### config.mk
export PLATFORM = sky130hd
export DESIGN_NAME = hazard_ctrl_flat
export DESIGN_NICKNAME = d
export VERILOG_FILES = /design/src/rtl/hazard_ctrl_if.sv /design/src/rtl/hazard_ctrl.sv /design/src/flat_wrapper.sv
export SDC_FILE = /design/constraint.sdc
export NUM_CORES = 1
export LEC_CHECK = 0
export ABC_AREA = 1
export CORE_ASPECT_RATIO = 0.75
export CORE_MARGIN = 5
export CORE_UTILIZATION = 29
export DETAILED_ROUTE_END_ITERATION = 6
export GPL_TIMING_DRIVEN = 0
export PLACE_DENSITY = 0.83
export SLEW_MARGIN = 20
export SYNTH_ARGS = -nofsm -noshare
export SYNTH_HDL_FRONTEND = slang
export SYNTH_SLANG_ARGS = --single-unit
### constraint.sdc
create_clock -name clk -period 1.6 [get_ports clk]
set_clock_uncertainty 0.05 [all_clocks]
set_input_delay 0.32 -clock clk [delete_from_list [all_inputs] [get_ports clk]]
set_output_delay 0.32 -clock clk [all_outputs]
set_load 0.005 [all_outputs]
### src/rtl/hazard_ctrl_if.sv
// hazard_ctrl_if: pipeline hazard signals between the pipeline stages (master) and hazard_ctrl (slave)
interface hazard_ctrl_if #(parameter int XLEN = 32);
  logic [4:0]      id_rs1, id_rs2;
  logic            id_rs1_used, id_rs2_used;
  logic [4:0]      ex_rd;
  logic            ex_mem_read, ex_valid;
  logic            branch_taken;
  logic [XLEN-1:0] branch_target;
  logic            mc_start, mc_done;
  logic            imem_ready;
  logic            pc_en, fd_en, fd_flush, de_flush, pc_sel;
  logic [XLEN-1:0] redirect_pc;
  logic [1:0]      state;
  logic            mc_err;
  logic [31:0]     stall_cycles, flush_count;
  modport master (
    output id_rs1, id_rs2, id_rs1_used, id_rs2_used, ex_rd, ex_mem_read, ex_valid,
           branch_taken, branch_target, mc_start, mc_done, imem_ready,
    input  pc_en, fd_en, fd_flush, de_flush, pc_sel, redirect_pc, state, mc_err,
           stall_cycles, flush_count
  );
  modport slave (
    input  id_rs1, id_rs2, id_rs1_used, id_rs2_used, ex_rd, ex_mem_read, ex_valid,
           branch_taken, branch_target, mc_start, mc_done, imem_ready,
    output pc_en, fd_en, fd_flush, de_flush, pc_sel, redirect_pc, state, mc_err,
           stall_cycles, flush_count
  );
endinterface

### src/rtl/hazard_ctrl.sv
// hazard_ctrl: stall/flush/redirect control for load-use, multi-cycle EX ops and branch refill.
// Define HAZARD_PERF_CNT_EN to build the stall_cycles/flush_count performance counters.
module hazard_ctrl #(
  parameter int XLEN       = 32,
  parameter int MC_TIMEOUT = 64
) (
  input logic         clk,
  input logic         rst_n,
  hazard_ctrl_if.slave hz
);
  typedef enum logic [1:0] {RUN = 2'd0, MC_WAIT = 2'd1, REFILL = 2'd2} state_t;
  localparam int CW = $clog2(MC_TIMEOUT + 1);
  localparam logic [CW-1:0] TERM = CW'(MC_TIMEOUT - 1);
  state_t        state_q, state_d;
  logic [CW-1:0] cnt_q, cnt_d;
  logic          err_q, err_d;
  logic          lu;
  logic          pc_en_c, fd_en_c, fd_flush_c, de_flush_c, pc_sel_c;
  assign lu = hz.ex_valid & hz.ex_mem_read & (|hz.ex_rd) &
              ((hz.id_rs1_used & (hz.id_rs1 == hz.ex_rd)) | (hz.id_rs2_used & (hz.id_rs2 == hz.ex_rd)));
  always_comb begin
    state_d    = state_q;
    cnt_d      = '0;
    err_d      = err_q;
    pc_en_c    = 1'b0;
    fd_en_c    = 1'b0;
    fd_flush_c = 1'b0;
    de_flush_c = 1'b0;
    pc_sel_c   = 1'b0;
    case (state_q)
      RUN: begin
        if (hz.branch_taken) begin
          {pc_sel_c, pc_en_c, fd_flush_c, de_flush_c} = 4'hf;
          state_d = REFILL;
        end else if (hz.mc_start) begin
          state_d = MC_WAIT;
        end else if (lu) begin
          de_flush_c = 1'b1;
        end else begin
          pc_en_c = hz.imem_ready;
          fd_en_c = hz.imem_ready;
        end
      end
      MC_WAIT: begin
        // EX is held here, so a branch_taken cannot be resolved and is ignored
        cnt_d = cnt_q + 1'b1;
        if (hz.mc_done) begin
          state_d = RUN;
        end else if (cnt_q == TERM) begin
          err_d   = 1'b1;
          state_d = RUN;
        end
      end
      REFILL: begin
        if (hz.branch_taken) begin
          {pc_sel_c, pc_en_c, fd_flush_c, de_flush_c} = 4'hf;
        end else if (hz.imem_ready) begin
          pc_en_c = 1'b1;
          fd_en_c = 1'b1;
          state_d = RUN;
        end else begin
          fd_flush_c = 1'b1;
        end
      end
      default: state_d = RUN;
    endcase
  end
  always_ff @(posedge clk or negedge rst_n) begin
    if (!rst_n) begin
      state_q <= RUN;
      cnt_q   <= '0;
      err_q   <= 1'b0;
    end else begin
      state_q <= state_d;
      cnt_q   <= cnt_d;
      err_q   <= err_d;
    end
  end
  assign hz.pc_en       = rst_n & pc_en_c;
  assign hz.fd_en       = rst_n & fd_en_c;
  assign hz.fd_flush    = ~rst_n | fd_flush_c;
  assign hz.de_flush    = ~rst_n | de_flush_c;
  assign hz.pc_sel      = rst_n & pc_sel_c;
  assign hz.redirect_pc = XLEN'(hz.branch_target);
  assign hz.state       = state_q;
  assign hz.mc_err      = err_q;
`ifdef HAZARD_PERF_CNT_EN
  logic [31:0] stall_q, flush_q;
  always_ff @(posedge clk or negedge rst_n) begin
    if (!rst_n) begin
      stall_q <= '0;
      flush_q <= '0;
    end else begin
      stall_q <= stall_q + {31'b0, ~pc_en_c};
      flush_q <= flush_q + {31'b0, pc_sel_c};
    end
  end
  assign hz.stall_cycles = stall_q;
  assign hz.flush_count  = flush_q;
`else
  assign hz.stall_cycles = '0;
  assign hz.flush_count  = '0;
`endif
endmodule

### src/flat_wrapper.sv
// flat-port wrapper written by rule: the top's interface ports become plain ports
module hazard_ctrl_flat 
#(
  parameter int XLEN       = 32,
  parameter int MC_TIMEOUT = 64
)
  (clk, rst_n, hz_id_rs1, hz_id_rs2, hz_id_rs1_used, hz_id_rs2_used, hz_ex_rd, hz_ex_mem_read, hz_ex_valid, hz_branch_taken, hz_branch_target, hz_mc_start, hz_mc_done, hz_imem_ready, hz_pc_en, hz_fd_en, hz_fd_flush, hz_de_flush, hz_pc_sel, hz_redirect_pc, hz_state, hz_mc_err, hz_stall_cycles, hz_flush_count);
  hazard_ctrl_if #(.XLEN(XLEN)) hz_i ();
  input logic clk;
  input logic rst_n;
  input wire logic [$bits(hz_i.id_rs1)-1:0] hz_id_rs1;
  input wire logic [$bits(hz_i.id_rs2)-1:0] hz_id_rs2;
  input wire logic [$bits(hz_i.id_rs1_used)-1:0] hz_id_rs1_used;
  input wire logic [$bits(hz_i.id_rs2_used)-1:0] hz_id_rs2_used;
  input wire logic [$bits(hz_i.ex_rd)-1:0] hz_ex_rd;
  input wire logic [$bits(hz_i.ex_mem_read)-1:0] hz_ex_mem_read;
  input wire logic [$bits(hz_i.ex_valid)-1:0] hz_ex_valid;
  input wire logic [$bits(hz_i.branch_taken)-1:0] hz_branch_taken;
  input wire logic [$bits(hz_i.branch_target)-1:0] hz_branch_target;
  input wire logic [$bits(hz_i.mc_start)-1:0] hz_mc_start;
  input wire logic [$bits(hz_i.mc_done)-1:0] hz_mc_done;
  input wire logic [$bits(hz_i.imem_ready)-1:0] hz_imem_ready;
  output wire logic [$bits(hz_i.pc_en)-1:0] hz_pc_en;
  output wire logic [$bits(hz_i.fd_en)-1:0] hz_fd_en;
  output wire logic [$bits(hz_i.fd_flush)-1:0] hz_fd_flush;
  output wire logic [$bits(hz_i.de_flush)-1:0] hz_de_flush;
  output wire logic [$bits(hz_i.pc_sel)-1:0] hz_pc_sel;
  output wire logic [$bits(hz_i.redirect_pc)-1:0] hz_redirect_pc;
  output wire logic [$bits(hz_i.state)-1:0] hz_state;
  output wire logic [$bits(hz_i.mc_err)-1:0] hz_mc_err;
  output wire logic [$bits(hz_i.stall_cycles)-1:0] hz_stall_cycles;
  output wire logic [$bits(hz_i.flush_count)-1:0] hz_flush_count;
  assign hz_i.id_rs1 = hz_id_rs1;
  assign hz_i.id_rs2 = hz_id_rs2;
  assign hz_i.id_rs1_used = hz_id_rs1_used;
  assign hz_i.id_rs2_used = hz_id_rs2_used;
  assign hz_i.ex_rd = hz_ex_rd;
  assign hz_i.ex_mem_read = hz_ex_mem_read;
  assign hz_i.ex_valid = hz_ex_valid;
  assign hz_i.branch_taken = hz_branch_taken;
  assign hz_i.branch_target = hz_branch_target;
  assign hz_i.mc_start = hz_mc_start;
  assign hz_i.mc_done = hz_mc_done;
  assign hz_i.imem_ready = hz_imem_ready;
  assign hz_pc_en = hz_i.pc_en;
  assign hz_fd_en = hz_i.fd_en;
  assign hz_fd_flush = hz_i.fd_flush;
  assign hz_de_flush = hz_i.de_flush;
  assign hz_pc_sel = hz_i.pc_sel;
  assign hz_redirect_pc = hz_i.redirect_pc;
  assign hz_state = hz_i.state;
  assign hz_mc_err = hz_i.mc_err;
  assign hz_stall_cycles = hz_i.stall_cycles;
  assign hz_flush_count = hz_i.flush_count;
  hazard_ctrl #(.XLEN(XLEN), .MC_TIMEOUT(MC_TIMEOUT)) u_core (.clk(clk), .rst_n(rst_n), .hz(hz_i));
endmodule
### After elaboration in Yosys (flattened, before gate mapping)

Index checks and enable logic that the tools add are counted.

* register bits: 10
* input port bits: 57
* output and inout port bits: 104
* word-level logic and storage cells: 57

* $add $sub $neg: 1
* equality and inequality tests: 9
* multiplexer cells: 26
* bitwise logic cells: 13
* reductions and logical operators: 5

Operator list (number)
* $mux W1: 14
* $mux W2: 6
* $eq A5 B5 Y1: 2
* $and A1 B1 Y1: 8
* $pmux W1 S2: 4
* $add A7 B1 Y7 const B: 1
* $eq A7 B6 Y1 const B: 1
* $mux W7: 1
* $pmux W2 S3: 1
* $reduce_or A5 Y1: 1
* $ne A2 B2 Y1 const B: 2
* $reduce_and A4 Y1: 1
* $ne A3 B2 Y1 const B: 1
* $ne A3 B3 Y1 const B: 1
* $or A1 B1 Y1: 3
* $reduce_and A3 Y1: 1
* $eq A2 B1 Y1 const B: 1
* $eq A2 B2 Y1 const B: 1
* $logic_not A2 Y1: 1
* $not A1 Y1: 2
* $reduce_or A2 Y1: 1

### Depth between registers and ports, before layout

Gate-level depths: netlist of run 1.

* depth in word-level cells: 9
* depth in mapped cells: 11
* mapped depth without buffers: 11

### Least setup slack after synthesis of run 1

No wires, ideal clock.

* path kind: flip-flop to flip-flop
* start: register u_core.cnt_q[0]
* end: register u_core.err_q, in the netlist u_core.hz.mc_err
* library setup time: 0.090 ns
* arrival time: 1.243 ns
* data required time: 1.460 ns
* setup slack: 0.218 ns
* cell stages (with the launch flop): 9
* buffers on the path: 0
* clock period less this slack: 1.382 ns
* path through: dfrtp_1 > ha_1 > nand2_2 > nor2_4 > nand2_2 > nor2_2 > inv_1 > or2_4 > o31ai_4

* word-level cells in the longest chain between the ends: 2

RTL lines
* start: declaration: RTL line hazard_ctrl.sv:15 `logic [CW-1:0] cnt_q, cnt_d;`
* start signal: assignment: RTL line hazard_ctrl.sv:75 `cnt_q <= cnt_d;`
* $eq A7 B6 Y1: RTL line hazard_ctrl.sv:49 `end else if (cnt_q == TERM) begin`
* $reduce_and A3 Y1 (no line)
* end signal: assignment: RTL line hazard_ctrl.sv:76 `err_q <= err_d;`
* end: declaration: RTL line hazard_ctrl.sv:16 `logic err_q, err_d;`

No other way between the ends.
A chain may end at the register's enable or synchronous reset.

### Final worst setup path of run 1

* start: input hz_ex_rd[0]
* end: output hz_fd_en

* word-level cells in the longest chain between the ends: 9
* elaborated cells between the ends (all ways): 13
* those cells by class: eq/ne: 2; mux: 4; bitwise: 6; reduce/logical: 1

RTL lines
* start: declaration: RTL line flat_wrapper.sv:15 `input wire logic [$bits(hz_i.ex_rd)-1:0] hz_ex_rd;`
* $eq A5 B5 Y1: RTL line hazard_ctrl.sv:20 `((hz.id_rs1_used & (hz.id_rs1 == hz.ex_rd)) | (hz.id_rs2_used & (hz.id_rs2 == hz.ex_rd)));`
* $and A1 B1 Y1: RTL line hazard_ctrl.sv:20
* $or A1 B1 Y1: RTL line hazard_ctrl.sv:20
* $and A1 B1 Y1 *: RTL line hazard_ctrl.sv:19 `assign lu = hz.ex_valid & hz.ex_mem_read & (|hz.ex_rd) &`
* $mux W1 *: RTL line hazard_ctrl.sv:37 `end else if (lu) begin`
* $mux W1 *: RTL line hazard_ctrl.sv:35 `end else if (hz.mc_start) begin`
* $mux W1 *: RTL line hazard_ctrl.sv:32 `if (hz.branch_taken) begin`
* $pmux W1 S2 *: RTL line hazard_ctrl.sv:30 `case (state_q)`
* $and A1 B1 Y1 *: RTL line hazard_ctrl.sv:80 `assign hz.fd_en = rst_n & fd_en_c;`
* end: declaration: RTL line flat_wrapper.sv:24 `output wire logic [$bits(hz_i.fd_en)-1:0] hz_fd_en;`

Every way passes the cells marked *; elsewhere a longest branch is shown, timed or not.

==> reports/results.txt, run 1 <==
Outcome = finished with violations
Failing checks = setup timing
Drt total wl = 4030 um
Setup crit start kind = input pin
Hold Path Class = reg -> reg
Post-synthesis instance total = 223
Most common cell after layout, fill and taps aside = buf_4
Final Max Tran Viols = 0
Synth cell types = 22
Register area = 251 sq um
Met1 wire length = 1350 um
Worst-Skew Late Latency = 0.23 ns
Final setup margin = -0.0275 ns
Root buf cell = clkbuf_8
RSZ-0062 raised after global routing = yes
Die Y = 72.1 um
Fillers = 487
Initial Util = 30.3%
Grt total ovfl = 0
GR Util All Layers = 11.1%
Max_cap viols = 0
Min Tclk post-route = 1.63 ns
Clk pwr share = 20.7%
Port bufs = 64
Metal2 WL = 2260 um
Peak supply drop = 0.384 mV
Area of the multi-input gates = 691 sq um
Area delta synth->final = 69.1%
P_sw = 0.390 mW
Crit. End Element = output port
CP Class = in -> out
CP max FO = 5
Fin. Hold Viols = 0
Ys Warns = 0
Reg power frac = 25.7%
DPL Wire Length = 3620 um
Comb power frac = 53.6%
Setup Viol. Count Final = 1
Reg clk slew, reported paths = 0.04 ns
Pre-antenna DRT Iters = 4
Share of layout cells above drive strength 1 = 44.4%
Via density = 3.48
CTS H-tree lvls = 1
Core Rows = 22
CTS tree = built
Leak = 1.48 nW
Io pins = 161
Vias = 1449
Cells after DPL = 410
Die width = 92.8 um
DR WL met3 = 391 um
Peak Freq = 614 MHz
Longest Clk Path Bufs = 2
Remaining DRCs = 0
DRT antenna net count = 0
Routability congestion estimate = 0.728
Cell Area, Synth = 1490 sq um
Pre-CTS WS = -0.993 ns
Largest net degree at the start of global routing = 11
Routed wire per std cell = 9.70 um
Synthesized area per cell = 6.69 sq um
CP Data Arrival Time = 1.26 ns
ANT cells = 0
Pint = 0.829 mW
Die area = 6700 sq um
Initial antenna violation count = 0
Core area = 4930 sq um
Highest metal used = met4
Most frequent cells in the layout = 99 x buf_4, 64 x conb_1, 37 x clkdlybuf4s50_1
CP Data Required Time = 1.23 ns
Final Non-Filler Cells = 416
Seq/Total Area, Yosys = 16.8%
Number of global-route vias before repair = 1351
Fin nets = 416
Clock sink count = 10
Power per standard cell area = 483 nW/um^2
Period utilisation layout = 102%
Switching share of total power = 32.0%
Initial DRC Count = 26
CTS Buf Count = 3
First-pass GRT wire length = 6070 um
Flop and latch count out of synthesis = 10
==> critical path: stages <==
cell and delay [ns]:
buf_8 0.10, nor2_1 0.12, nand4_1 0.10, nand3_2 0.08, clkinv_2 0.05, nand2_2 0.07, nand2_2 0.06, buf_4 0.13
a21oi_2 0.10, buf_2 0.12
==> power groups by stage <==
stage	combinational, mW	clock, mW	sequential [mW]
after floorplan	0.358	0	0.307
after global placement	0.616	0	0.309
after detailed placement	0.625	0	0.309
after CTS	0.618	0.258	0.309
after global routing	0.726	0.278	0.318
final	0.653	0.252	0.314
==> cell usage after synthesis <==
master	instances	area (sq um)
buf_4	96	721
nand2_1	40	150
inv_1	22	82.6
nor2_1	18	67.6
dfrtp_1	10	250
a21oi_1	8	40.0
inv_2	7	26.3
nand3_1	4	20.0
o21ai_0	4	20.0
nand2_2	2	12.5
clkinv_1	1	3.75
conb_1	1	3.75
ha_1	1	12.5
nand4_1	1	6.26
nor2_2	1	6.26
nor2_4	1	11.3
o21a_1	1	7.51
o21ai_1	1	5.00
o21bai_1	1	7.51
o31ai_4	1	21.3
o41ai_1	1	8.76
or2_4	1	8.76
==> flip-flops by register name (all words and copies together), names as in the netlist <==
name,cells
u_core.cnt_q,7
u_core.hz.mc_err,1
u_core.hz.state,2
==> stage by stage <==
step                TNS, ns  total power, mW  instance area, sq um  util, %  hold slack (ns)
finish              -0.0275             1.22                  2520     51.2            0.423
global route         -0.223             1.32                  2520     51.2            0.441
CTS                 -0.0610             1.18                  2480     50.3            0.426
detailed placement    -4.26            0.934                  2440     49.6            0.403
global placement      -4.30            0.925                  2440     49.6            0.398
floorplan                 0            0.666                  1730        -          -0.0256
==> logic make-up (layout without fill, tap and decap cells) <==
family                     Yosys count  count (layout)  synth area share (%)
AOI/OAI and AO/OA                   17              17                  7.38
adders and majority gates            1               1                 0.838
buffers and inverters              126             196                  55.8
DFF                                 10              10                  16.8
other                                1              64                 0.251
and+or+nand+nor                     68              68                  18.9
==> timing repair <==
action / in CTS / in global routing
endpoints found under the hold margin: 10 / 0
pin swaps: 31 / 16
setup endpoints to repair: 5 / 6
buffers inserted: 0 / 2
gates cloned: 0 / 0
gates resized for setup: 107 / 21
hold buffers: 1 / 0
==> final timing paths <==
kind | cells past startpoint | slack (ns) | from | to
min in group asynchronous | 2 | 0.52 | rst_n | u_core.cnt_q[3]$_DFF_PN0_
max in group asynchronous | 2 | 0.65 | rst_n | u_core.hz.state[1]$_DFFE_PN0P_
worst max-delay path | 10 | -0.03 | hz_ex_rd[0] | hz_fd_en
worst min-delay path | 1 | 0.42 | u_core.cnt_q[0]$_DFF_PN0_ | u_core.cnt_q[0]$_DFF_PN0_
worst max register to register | 9 | 0.13 | u_core.cnt_q[0]$_DFF_PN0_ | u_core.hz.state[0]$_DFFE_PN0P_
worst min register to register | 1 | 0.42 | u_core.cnt_q[0]$_DFF_PN0_ | u_core.cnt_q[0]$_DFF_PN0_
==> routing by layer <==
metal  up-vias  track usage, %
met2        64            22.1
met3         4            3.52
met5         -               0
li1        774               -
met4         0            2.44
met1       607            11.2
==> final cells by class <==
class | count | share of cell area (%)
buffer | 96 | 28.6
multi-input combinational | 150 | 27.4
timing repair buffer | 67 | 24.9
sequential | 10 | 9.97
inverter | 30 | 4.61
tap | 60 | 2.97
clock buffer | 3 | 1.64
No activity file was read; power rests on OpenSTA's default activity.
==> run 2, diff against run 1 <==
--- a/config.mk
+++ b/config.mk
@@ -9,6 +9,7 @@
 export CORE_ASPECT_RATIO = 0.75
 export CORE_MARGIN = 5
 export CORE_UTILIZATION = 29
+export CTS_CLUSTER_SIZE = 25
 export DETAILED_ROUTE_END_ITERATION = 6
 export GPL_TIMING_DRIVEN = 0
 export PLACE_DENSITY = 0.83
==> results of run 2 <==
Final layout, timing and power as in run 1 (identical DEF).
